File: config.mk
export PLATFORM = sky130hd
export DESIGN_NAME = instr_fetch
export DESIGN_NICKNAME = d
export VERILOG_FILES = /design/src/rtl/instr_fetch_pkg.sv /design/src/rtl/instr_fetch.sv
export SDC_FILE = /design/constraint.sdc
export NUM_CORES = 1
export LEC_CHECK = 0
export CAP_MARGIN = 25
export CELL_PAD_IN_SITES_DETAIL_PLACEMENT = 1
export CELL_PAD_IN_SITES_GLOBAL_PLACEMENT = 1
export CORE_MARGIN = 4
export CORE_UTILIZATION = 22
export CTS_CLUSTER_DIAMETER = 120
export DETAILED_ROUTE_END_ITERATION = 12
export PLACE_DENSITY = 0.78
export SETUP_SLACK_MARGIN = 0.02
export SLEW_MARGIN = 25
export SYNTH_ARGS = -nofsm -noshare
export SYNTH_HDL_FRONTEND = slang
export SYNTH_SLANG_ARGS = --single-unit
File: constraint.sdc
create_clock -name clk -period 1.67 [get_ports clk]
set_input_delay 0.2505 -clock clk [delete_from_list [all_inputs] [get_ports clk]]
set_output_delay 0.2505 -clock clk [all_outputs]
set_load 0.03 [all_outputs]
File: src/rtl/instr_fetch_pkg.sv
// ---------------------------------------------------------------------------
// instr_fetch_pkg
//   Encodings shared by the instruction fetch unit, the program counter and
//   the control unit.
//   - PC_*  : program counter enable encodings carried on pc_en
//   - ST_*  : fetch FSM state constants
//   - redirect_to_pc_en() : maps the 2-bit redirect request of a handed-off
//     instruction onto a pc_en encoding
// ---------------------------------------------------------------------------
package instr_fetch_pkg;

    // Program counter enable encodings
    localparam logic [1:0] PC_HOLD   = 2'b00;
    localparam logic [1:0] PC_INC    = 2'b01;
    localparam logic [1:0] PC_JUMP   = 2'b10;
    localparam logic [1:0] PC_BRANCH = 2'b11;

    // Fetch FSM states
    localparam logic [1:0] ST_FETCH  = 2'b00;
    localparam logic [1:0] ST_HOLD   = 2'b01;
    localparam logic [1:0] ST_ERR    = 2'b10;

    // 10 (jump) and 11 (branch) pass through; 00 and 01 both mean sequential.
    function automatic logic [1:0] redirect_to_pc_en(input logic [1:0] redirect);
        return redirect[1] ? redirect : PC_INC;
    endfunction

endpackage : instr_fetch_pkg

File: src/rtl/instr_fetch.sv
// ---------------------------------------------------------------------------
// instr_fetch
//   Fetches one instruction word per request from instruction memory into an
//   instruction register, holds it until decode accepts it and execute is not
//   stalled, then tells the program counter how to advance.
//
//   Optional feature (macro FETCH_TIMEOUT_EN): a fetch that waits TIMEOUT
//   cycles without mem_ack drops into a sticky error state until reset.
//   With the macro undefined, fetch waits indefinitely and fetch_err is 0.
//
//   Parameters
//     ADDR_W   PC / memory address width
//     DATA_W   instruction word width
//     TIMEOUT  fetch cycles without ack before error (FETCH_TIMEOUT_EN only)
//
//   Ports
//     clk        in   clock, rising edge
//     rst        in   asynchronous active-low reset
//     pc         in   current PC from the program counter register
//     mem_req    out  instruction memory read request
//     mem_addr   out  read address (follows pc combinationally)
//     mem_ack    in   read data valid
//     mem_rdata  in   read data
//     ir         out  instruction register
//     ir_valid   out  ir holds an unconsumed instruction
//     ir_ready   in   decode accepts ir this cycle
//     stall      in   execute busy, blocks hand-off
//     redirect   in   PC action for the handed-off instruction
//     pc_en      out  program counter enable (hold / +1 / jump / branch)
//     fetch_err  out  sticky fetch timeout flag
// ---------------------------------------------------------------------------
module instr_fetch
    import instr_fetch_pkg::*;
#(
    parameter int ADDR_W  = 16,
    parameter int DATA_W  = 16,
    parameter int TIMEOUT = 15
) (
    input  logic              clk,
    input  logic              rst,
    input  logic [ADDR_W-1:0] pc,
    output logic              mem_req,
    output logic [ADDR_W-1:0] mem_addr,
    input  logic              mem_ack,
    input  logic [DATA_W-1:0] mem_rdata,
    output logic [DATA_W-1:0] ir,
    output logic              ir_valid,
    input  logic              ir_ready,
    input  logic              stall,
    input  logic [1:0]        redirect,
    output logic [1:0]        pc_en,
    output logic              fetch_err
);

    logic [1:0]        state_q, state_d;
    logic [DATA_W-1:0] ir_q, ir_d;
    logic              ir_valid_q, ir_valid_d;
    logic              handoff;

`ifdef FETCH_TIMEOUT_EN
    localparam int CNT_W = $clog2(TIMEOUT + 1);

    logic [CNT_W-1:0] cnt_q, cnt_d;
    logic             timeout_hit;

    // Last ack-less FETCH cycle before the budget runs out.
    assign timeout_hit = (cnt_q == CNT_W'(TIMEOUT - 1));

    always_comb begin
        cnt_d = '0;
        if (state_q == ST_FETCH && !mem_ack && !timeout_hit) begin
            cnt_d = cnt_q + 1'b1;
        end
    end

    always_ff @(posedge clk or negedge rst) begin
        if (!rst) begin
            cnt_q <= '0;
        end else begin
            cnt_q <= cnt_d;
        end
    end

    assign fetch_err = (state_q == ST_ERR);
`else
    assign fetch_err = 1'b0;
`endif

    // Outputs are decoded straight from state so the PC change at the
    // hand-off edge is visible on mem_addr in the very next cycle.
    assign mem_req  = (state_q == ST_FETCH);
    assign mem_addr = pc;
    assign ir       = ir_q;
    assign ir_valid = ir_valid_q;
    assign handoff  = (state_q == ST_HOLD) && ir_ready && !stall;
    assign pc_en    = handoff ? redirect_to_pc_en(redirect) : PC_HOLD;

    always_comb begin
        // NOTE: every variable gets a default before the case so no path
        // leaves it unassigned; otherwise synthesis would infer a latch.
        state_d    = state_q;
        ir_d       = ir_q;
        ir_valid_d = ir_valid_q;

        case (state_q)
            ST_FETCH: begin
                if (mem_ack) begin
                    ir_d       = mem_rdata;
                    ir_valid_d = 1'b1;
                    state_d    = ST_HOLD;
                end
`ifdef FETCH_TIMEOUT_EN
                else if (timeout_hit) begin
                    state_d = ST_ERR;
                end
`endif
            end
            ST_HOLD: begin
                // Acks arriving here are stray and deliberately ignored.
                if (handoff) begin
                    ir_valid_d = 1'b0;
                    state_d    = ST_FETCH;
                end
            end
            ST_ERR: begin
                ir_valid_d = 1'b0;
            end
            default: begin
                ir_valid_d = 1'b0;
                state_d    = ST_FETCH;
            end
        endcase
    end

    // NOTE: ir is reset as well as ir_valid so that a freshly reset core
    // shows a defined all-zero instruction rather than stale data.
    always_ff @(posedge clk or negedge rst) begin
        if (!rst) begin
            state_q    <= ST_FETCH;
            ir_q       <= '0;
            ir_valid_q <= 1'b0;
        end else begin
            // NOTE: non-blocking assignments here so all registers update
            // together from the values computed in the previous cycle.
            state_q    <= state_d;
            ir_q       <= ir_d;
            ir_valid_q <= ir_valid_d;
        end
    end

endmodule : instr_fetch

==> results.json, run 1 <==
{
  "outcome": "finished, final reports clean",
  "setup_violations": 0,
  "finalHoldViolations": 0,
  "routed_wl_mm": 1.81,
  "drive_above_1_share_pct": 27.5,
  "slowest_stage": "clkdlybuf4s50_1",
  "design_area_mm2": 0.00123,
  "start_kind": "flop",
  "grt.overflow.total": 0,
  "path_clk_slew_ns": 0.06,
  "ios": 76,
  "crit_buf_inv": 1,
  "row_count": 22,
  "wl_per_cell_um": 13.0,
  "critical_path_class": "reg2out",
  "p_sw_w": 0.000527,
  "syn_nets": 100,
  "cts_tree": "built",
  "ys_warn_count": 0,
  "numCtsBuffers": 3,
  "clockBufferDepth": 2,
  "ant_nets": 0,
  "switching_share_pct": 33.6,
  "synth.distinct_cells": 13,
  "netlist_top_cells_area": "dfrtp_1 (50%), mux2_4 (18%), buf_4 (15%)",
  "antenna_found_initial": 0,
  "hold_path.class": "in2async",
  "coreArea_mm2": 0.00369,
  "postCtsSetupRepairBufs": 0,
  "fin_crit_sh_pct": 92.3,
  "synth_largest_area_cell": "dfrtp_1",
  "cp_max_fo": 2,
  "period_needed_ns": 1.54,
  "ctsHoldBuffers": 0,
  "grt_pass1_wl_mm": 2.89,
  "seqPwrFrac_pct": 36.9,
  "critPathRequiredTime_ns": 1.42,
  "vdd_drop_max_v": 0.000354,
  "portBuffers": 42,
  "gp_congestion": 0.728,
  "cts_resized": 1,
  "rsz0062_at_grt": "false",
  "fp.dieW_um": 70.1,
  "drv_slew": 0,
  "dp_hpwl_mm": 1.49,
  "p_total_w": 0.00157,
  "clock.fmax_mhz": 649,
  "vias": 542,
  "clockRootBuffer": "clkbuf_8",
  "start_util_pct": 23.0,
  "diodes": 0,
  "tns_ns": 0,
  "fp.dieH_um": 70.1,
  "drcViolationCount": 0,
  "ys.flop_type": "dfrtp_1",
  "grt.total_usage_pct": 7.47,
  "nets": 131,
  "synth-edff-count": 0,
  "crit_arrival_ns": 1.29,
  "ys_seq_area_share_pct": 50.1,
  "grt_max_degree": 18,
  "synth.avg_cell_area_um2": 13.9,
  "fillCellCount": 410,
  "leakage_nw": 0.537,
  "synthToLayoutAreaGrowth_pct": 45.4,
  "netlist_instances": 61,
  "cts_htree_levels": 1,
  "placed_area_mm2": 0.00119,
  "power.density_mw_per_mm2": 1270,
  "power_frac_comb_pct": 44.2,
  "crit_family": "buffers and inverters",
  "drtPass1Iterations": 3,
  "synth_commonest_cells": "buf_4 (17), dfrtp_1 (17), mux2_4 (10)",
  "drtIter0Drc": 2,
  "grt_pass1_vias": 591,
  "drv_cap": 0,
  "power_frac_clock_pct": 18.8,
  "p_int_w": 0.00104,
  "slowest_delay_ns": 0.68,
  "end_kind": "output pin",
  "async_reset_ff_share_pct": 100,
  "clock-sinks": 17,
  "fin_skew_ns": 0.000905,
  "die_area_mm2": 0.00492,
  "syn-cell-area_um2": 850,
  "clock_latency_ns": 0.24,
  "yosysTopAreaCellShare_pct": 50.1,
  "routed_via_density": 3.90,
  "synth-seq-cells": 17,
  "timing.critical_path.cells": "clkdlybuf4s50_1"
}
flip-flops by register name, indices dropped and copies added (netlist names):
signal	cells
state_q	1
ir	16
path summary, 6_finish.rpt:
check / start / to / slack (ns) / cells after the start
worst max-delay path: ir[11]$_DFFE_PN0P_ / ir[11] / 0.13 / 1
min in group clk: pc[1] / mem_addr[1] / 0.50 / 0
worst min-delay path: rst / ir[15]$_DFFE_PN0P_ / 0.32 / 2
worst min register to register: ir[3]$_DFFE_PN0P_ / ir[3]$_DFFE_PN0P_ / 0.51 / 1
worst max register to register: state_q[0]$_DFFE_PN0P_ / ir[12]$_DFFE_PN0P_ / 0.42 / 3
max in group asynchronous: rst / ir[14]$_DFFE_PN0P_ / 1.16 / 2
cells in the final DEF, fill, tap and decap left out, drive strengths merged:
cell type / netlist / final
clkbuf: 0 / 4
nand3b: 1 / 1
a21oi: 1 / 1
inv: 3 / 3
dlymetal6s2s: 0 / 1
nor2b: 1 / 1
nor2: 1 / 1
dfrtp: 17 / 17
o21a: 1 / 1
dlygate4sd2: 0 / 1
buf: 19 / 5
conb: 1 / 1
clkdlybuf4s50: 0 / 38
mux2: 16 / 16
per-layer routing:
layer  GRT usage, %  vias up  share of wire, %
li1               -      239                 -
met1           8.08      263                39
met2           13.2       40                50
met3           3.17        0                10
met4           2.13        0                 0
met5              0        -                 0
power by group through the flow:
stage,sequential (W),clock [W],combinational [W]
2_1_floorplan,0.000798,0,0.000251
3_3_place_gp,0.000583,0,0.000696
3_5_place_dp,0.000587,0,0.000710
4_1_cts,0.000584,0.000315,0.000707
5_1_grt,0.000594,0.000341,0.000727
6_report,0.000581,0.000296,0.000695
final cells by class:
class	count	area (µm²)	area share (%)
Clock buffer	4	45.0	3.65
Multi-Input combinational cell	22	254	20.6
Sequential cell	17	425	34.4
Tap cell	48	60.1	4.86
Inverter	3	11.3	0.912
Timing Repair Buffer	45	439	35.6
cell families after synthesis:
kind of cell    after synthesis  synth area share, %
other cells                   1                0.441
buf+inv                      22                 20.0
mux                          16                 25.6
simple gates                  3                 2.36
flops                        17                 50.1
compound gates                2                 1.47
through the flow:
stage               util, %  hold slack, ns  worst slack, ns  std cells
finish                 33.5           0.324            0.128        139
CTS                    33.4           0.325           0.0449        139
floorplan                 -         -0.0451            0.205         61
global route           33.5           0.354           0.0793        139
detailed placement     32.2           0.498           0.0688        135
global placement       32.2           0.488            0.111        135
No activity file was read; power rests on OpenSTA's default activity.
==> run 2, diff against run 1 <==
--- a/config.mk
+++ b/config.mk
@@ -9,10 +9,10 @@
 export CELL_PAD_IN_SITES_DETAIL_PLACEMENT = 1
 export CELL_PAD_IN_SITES_GLOBAL_PLACEMENT = 1
 export CORE_MARGIN = 4
-export CORE_UTILIZATION = 22
+export CORE_UTILIZATION = 23
 export CTS_CLUSTER_DIAMETER = 120
 export DETAILED_ROUTE_END_ITERATION = 12
-export PLACE_DENSITY = 0.78
+export PLACE_DENSITY = 0.81
 export SETUP_SLACK_MARGIN = 0.02
 export SLEW_MARGIN = 25
 export SYNTH_ARGS = -nofsm -noshare
==> constraint.sdc (replaced) <==
create_clock -name clk -period 1.86 [get_ports clk]
set_input_delay 0.279 -clock clk [delete_from_list [all_inputs] [get_ports clk]]
set_output_delay 0.279 -clock clk [all_outputs]
set_load 0.03 [all_outputs]
==> run 2 against run 1 <==
  * Clock power shrank 6%
  * Clock skew is 0.0011 ns higher
  * Via count is 0.74% higher
  * Setup slack gained 0.056 ns
  * Total power shrank 9.1%
  * Die area shrank 3.9%
  * Global-route usage rose by 0.83 points
==> results.json, run 2 (synthesis results as in run 1) <==
{
  "outcome": "finished, final reports clean",
  "routed_via_density": 3.99,
  "start_kind": "flop",
  "grt_pass1_wl_mm": 2.85,
  "leakage_nw": 0.532,
  "wl_per_cell_um": 13.8,
  "r2r_cells": 3,
  "drive_above_1_share_pct": 28.6,
  "critPathRequiredTime_ns": 1.58,
  "period_needed_ns": 1.68,
  "tns_ns": 0,
  "placed_area_mm2": 0.00119,
  "r2r_end": "ir[13]$_DFFE_PN0P_",
  "final_cell_mix": "clkdlybuf4s50_1 (40), dfrtp_1 (17), mux2_4 (10), mux2_2 (6), buf_4 (5)",
  "antenna_found_initial": 0,
  "vias": 546,
  "finalHoldViolations": 0,
  "ant_nets": 0,
  "start_util_pct": 24.7,
  "drv_slew": 0,
  "dp_hpwl_mm": 1.50,
  "drcViolationCount": 0,
  "crit_arrival_ns": 1.40,
  "clockBufferDepth": 2,
  "fin_skew_ns": 0.00198,
  "grt.total_usage_pct": 8.30,
  "die_area_mm2": 0.00473,
  "clock.fmax_mhz": 597,
  "hold_path.class": "in2async",
  "numCtsBuffers": 3,
  "setup_violations": 0,
  "gp_congestion": 0.658,
  "grt_pass1_vias": 615,
  "row_count": 21,
  "clock-sinks": 17,
  "coreArea_mm2": 0.00344,
  "fp.dieH_um": 68.8,
  "critical_path_class": "reg2out",
  "largest_reg_flops": 16,
  "ctsHoldBuffers": 0,
  "routed_wl_mm": 1.89,
  "portBuffers": 42,
  "drtIter0Drc": 3,
  "nets": 131,
  "ios": 76,
  "path_clk_slew_ns": 0.07,
  "r2r_slack_ns": 0.62,
  "clock_latency_ns": 0.25,
  "end_kind": "output pin",
  "rsz0062_at_grt": "false",
  "drv_cap": 0,
  "cts_resized": 0,
  "vdd_drop_max_v": 0.000362,
  "postCtsSetupRepairBufs": 0,
  "layout_commonest_cell": "clkdlybuf4s50_1",
  "rr_startpoint": "state_q[0]$_DFFE_PN0P_",
  "grt_max_degree": 18,
  "diodes": 0,
  "synthToLayoutAreaGrowth_pct": 45.1,
  "fp.dieW_um": 68.8,
  "cp_max_fo": 5,
  "clockRootBuffer": "clkbuf_8",
  "cts_htree_levels": 1,
  "fin_crit_sh_pct": 90.1,
  "power.density_mw_per_mm2": 1160,
  "drtPass1Iterations": 2,
  "design_area_mm2": 0.00123,
  "cts_tree": "built",
  "grt.overflow.total": 0
}
==> run 2: cell types whose count changed in the layout (fill, tap and decap cells not counted), sizes merged <==
cell,delta
dlygate4sd2,-1
clkinv,+1
dlymetal6s2s,-1
clkdlybuf4s50,+2
clkbuf,-1
==> run 2: where the power goes <==
group | leakage, nW | internal (W) | switching [W]
clock | 0.0255 | 0.000149 | 0.000131
combinational | 0.308 | 0.000322 | 0.000307
sequential | 0.198 | 0.000466 | 0.0000544
==> run 2: worst max-delay path by stage <==
stage	slack, ns	startpoint	to	cells past startpoint
after floorplan	0.37	state_q[0]$_DFFE_PN0P_	pc_en[0]	2
after global placement	0.29	mem_ack	ir[11]$_DFFE_PN0P_	4
after detailed placement	0.26	mem_ack	ir[13]$_DFFE_PN0P_	4
after CTS	0.16	state_q[0]$_DFFE_PN0P_	mem_req	2
after global routing	0.10	state_q[0]$_DFFE_PN0P_	mem_req	2
final	0.18	state_q[0]$_DFFE_PN0P_	mem_req	2
==> run 2: cell type report <==
cell class,count,area [µm²]
clock inverter,1,5.00
clock buffer,3,41.3
multi-input combinational,22,254
inverter,3,11.3
sequential,17,425
tap,46,57.6
fill,374,2210
timing repair buffer,45,438
==> run 2: metrics by stage <==
step	utilization, %	power [W]	hold slack [ns]	cells	worst slack, ns
floorplan	-	0.000942	-0.0166	61	0.367
global placement	34.5	0.00115	0.489	133	0.287
detailed placement	34.5	0.00116	0.496	133	0.258
CTS	35.8	0.00146	0.357	137	0.163
global route	35.8	0.00151	0.374	137	0.102
finish	35.8	0.00143	0.356	137	0.184
==> run 2: routing by layer <==
metal  vias up  part of all wire, %  GRT usage, %
met3         4                   15          4.54
met4         0                  1.1          3.65
met5         -                    0             0
met1       263                   37          8.46
met2        39                   47          13.9
li1        240                    -             -
==> run 2: critical path, cell delays in order (launching register included) <==
cell,delay (ns)
dfrtp_1,0.42
inv_1,0.07
clkdlybuf4s50_1,0.66
==> run 3, diff against run 2 <==
--- a/config.mk
+++ b/config.mk
@@ -9,10 +9,10 @@
 export CELL_PAD_IN_SITES_DETAIL_PLACEMENT = 1
 export CELL_PAD_IN_SITES_GLOBAL_PLACEMENT = 1
 export CORE_MARGIN = 4
-export CORE_UTILIZATION = 23
+export CORE_UTILIZATION = 22
 export CTS_CLUSTER_DIAMETER = 120
 export DETAILED_ROUTE_END_ITERATION = 12
-export PLACE_DENSITY = 0.81
+export PLACE_DENSITY = 0.78
 export SETUP_SLACK_MARGIN = 0.02
 export SLEW_MARGIN = 25
 export SYNTH_ARGS = -nofsm -noshare
==> constraint.sdc (replaced) <==
create_clock -name clk -period 1.65 [get_ports clk]
set_input_delay 0.2475 -clock clk [delete_from_list [all_inputs] [get_ports clk]]
set_output_delay 0.2475 -clock clk [all_outputs]
set_load 0.03 [all_outputs]
==> results of run 3 <==
The final DEF is identical to that of run 1. Status: finished, final reports clean.
Among the figures that moved: setup slack after placement 0.0688 ns -> 0.0518 ns; setup slack after layout 0.128 ns -> 0.111 ns; hold slack 0.324 ns -> 0.321 ns; register-to-register setup slack 0.42 ns -> 0.40 ns; total power 0.00157 W -> 0.00159 W; worst IR drop on VDD 0.000354 V -> 0.000359 V
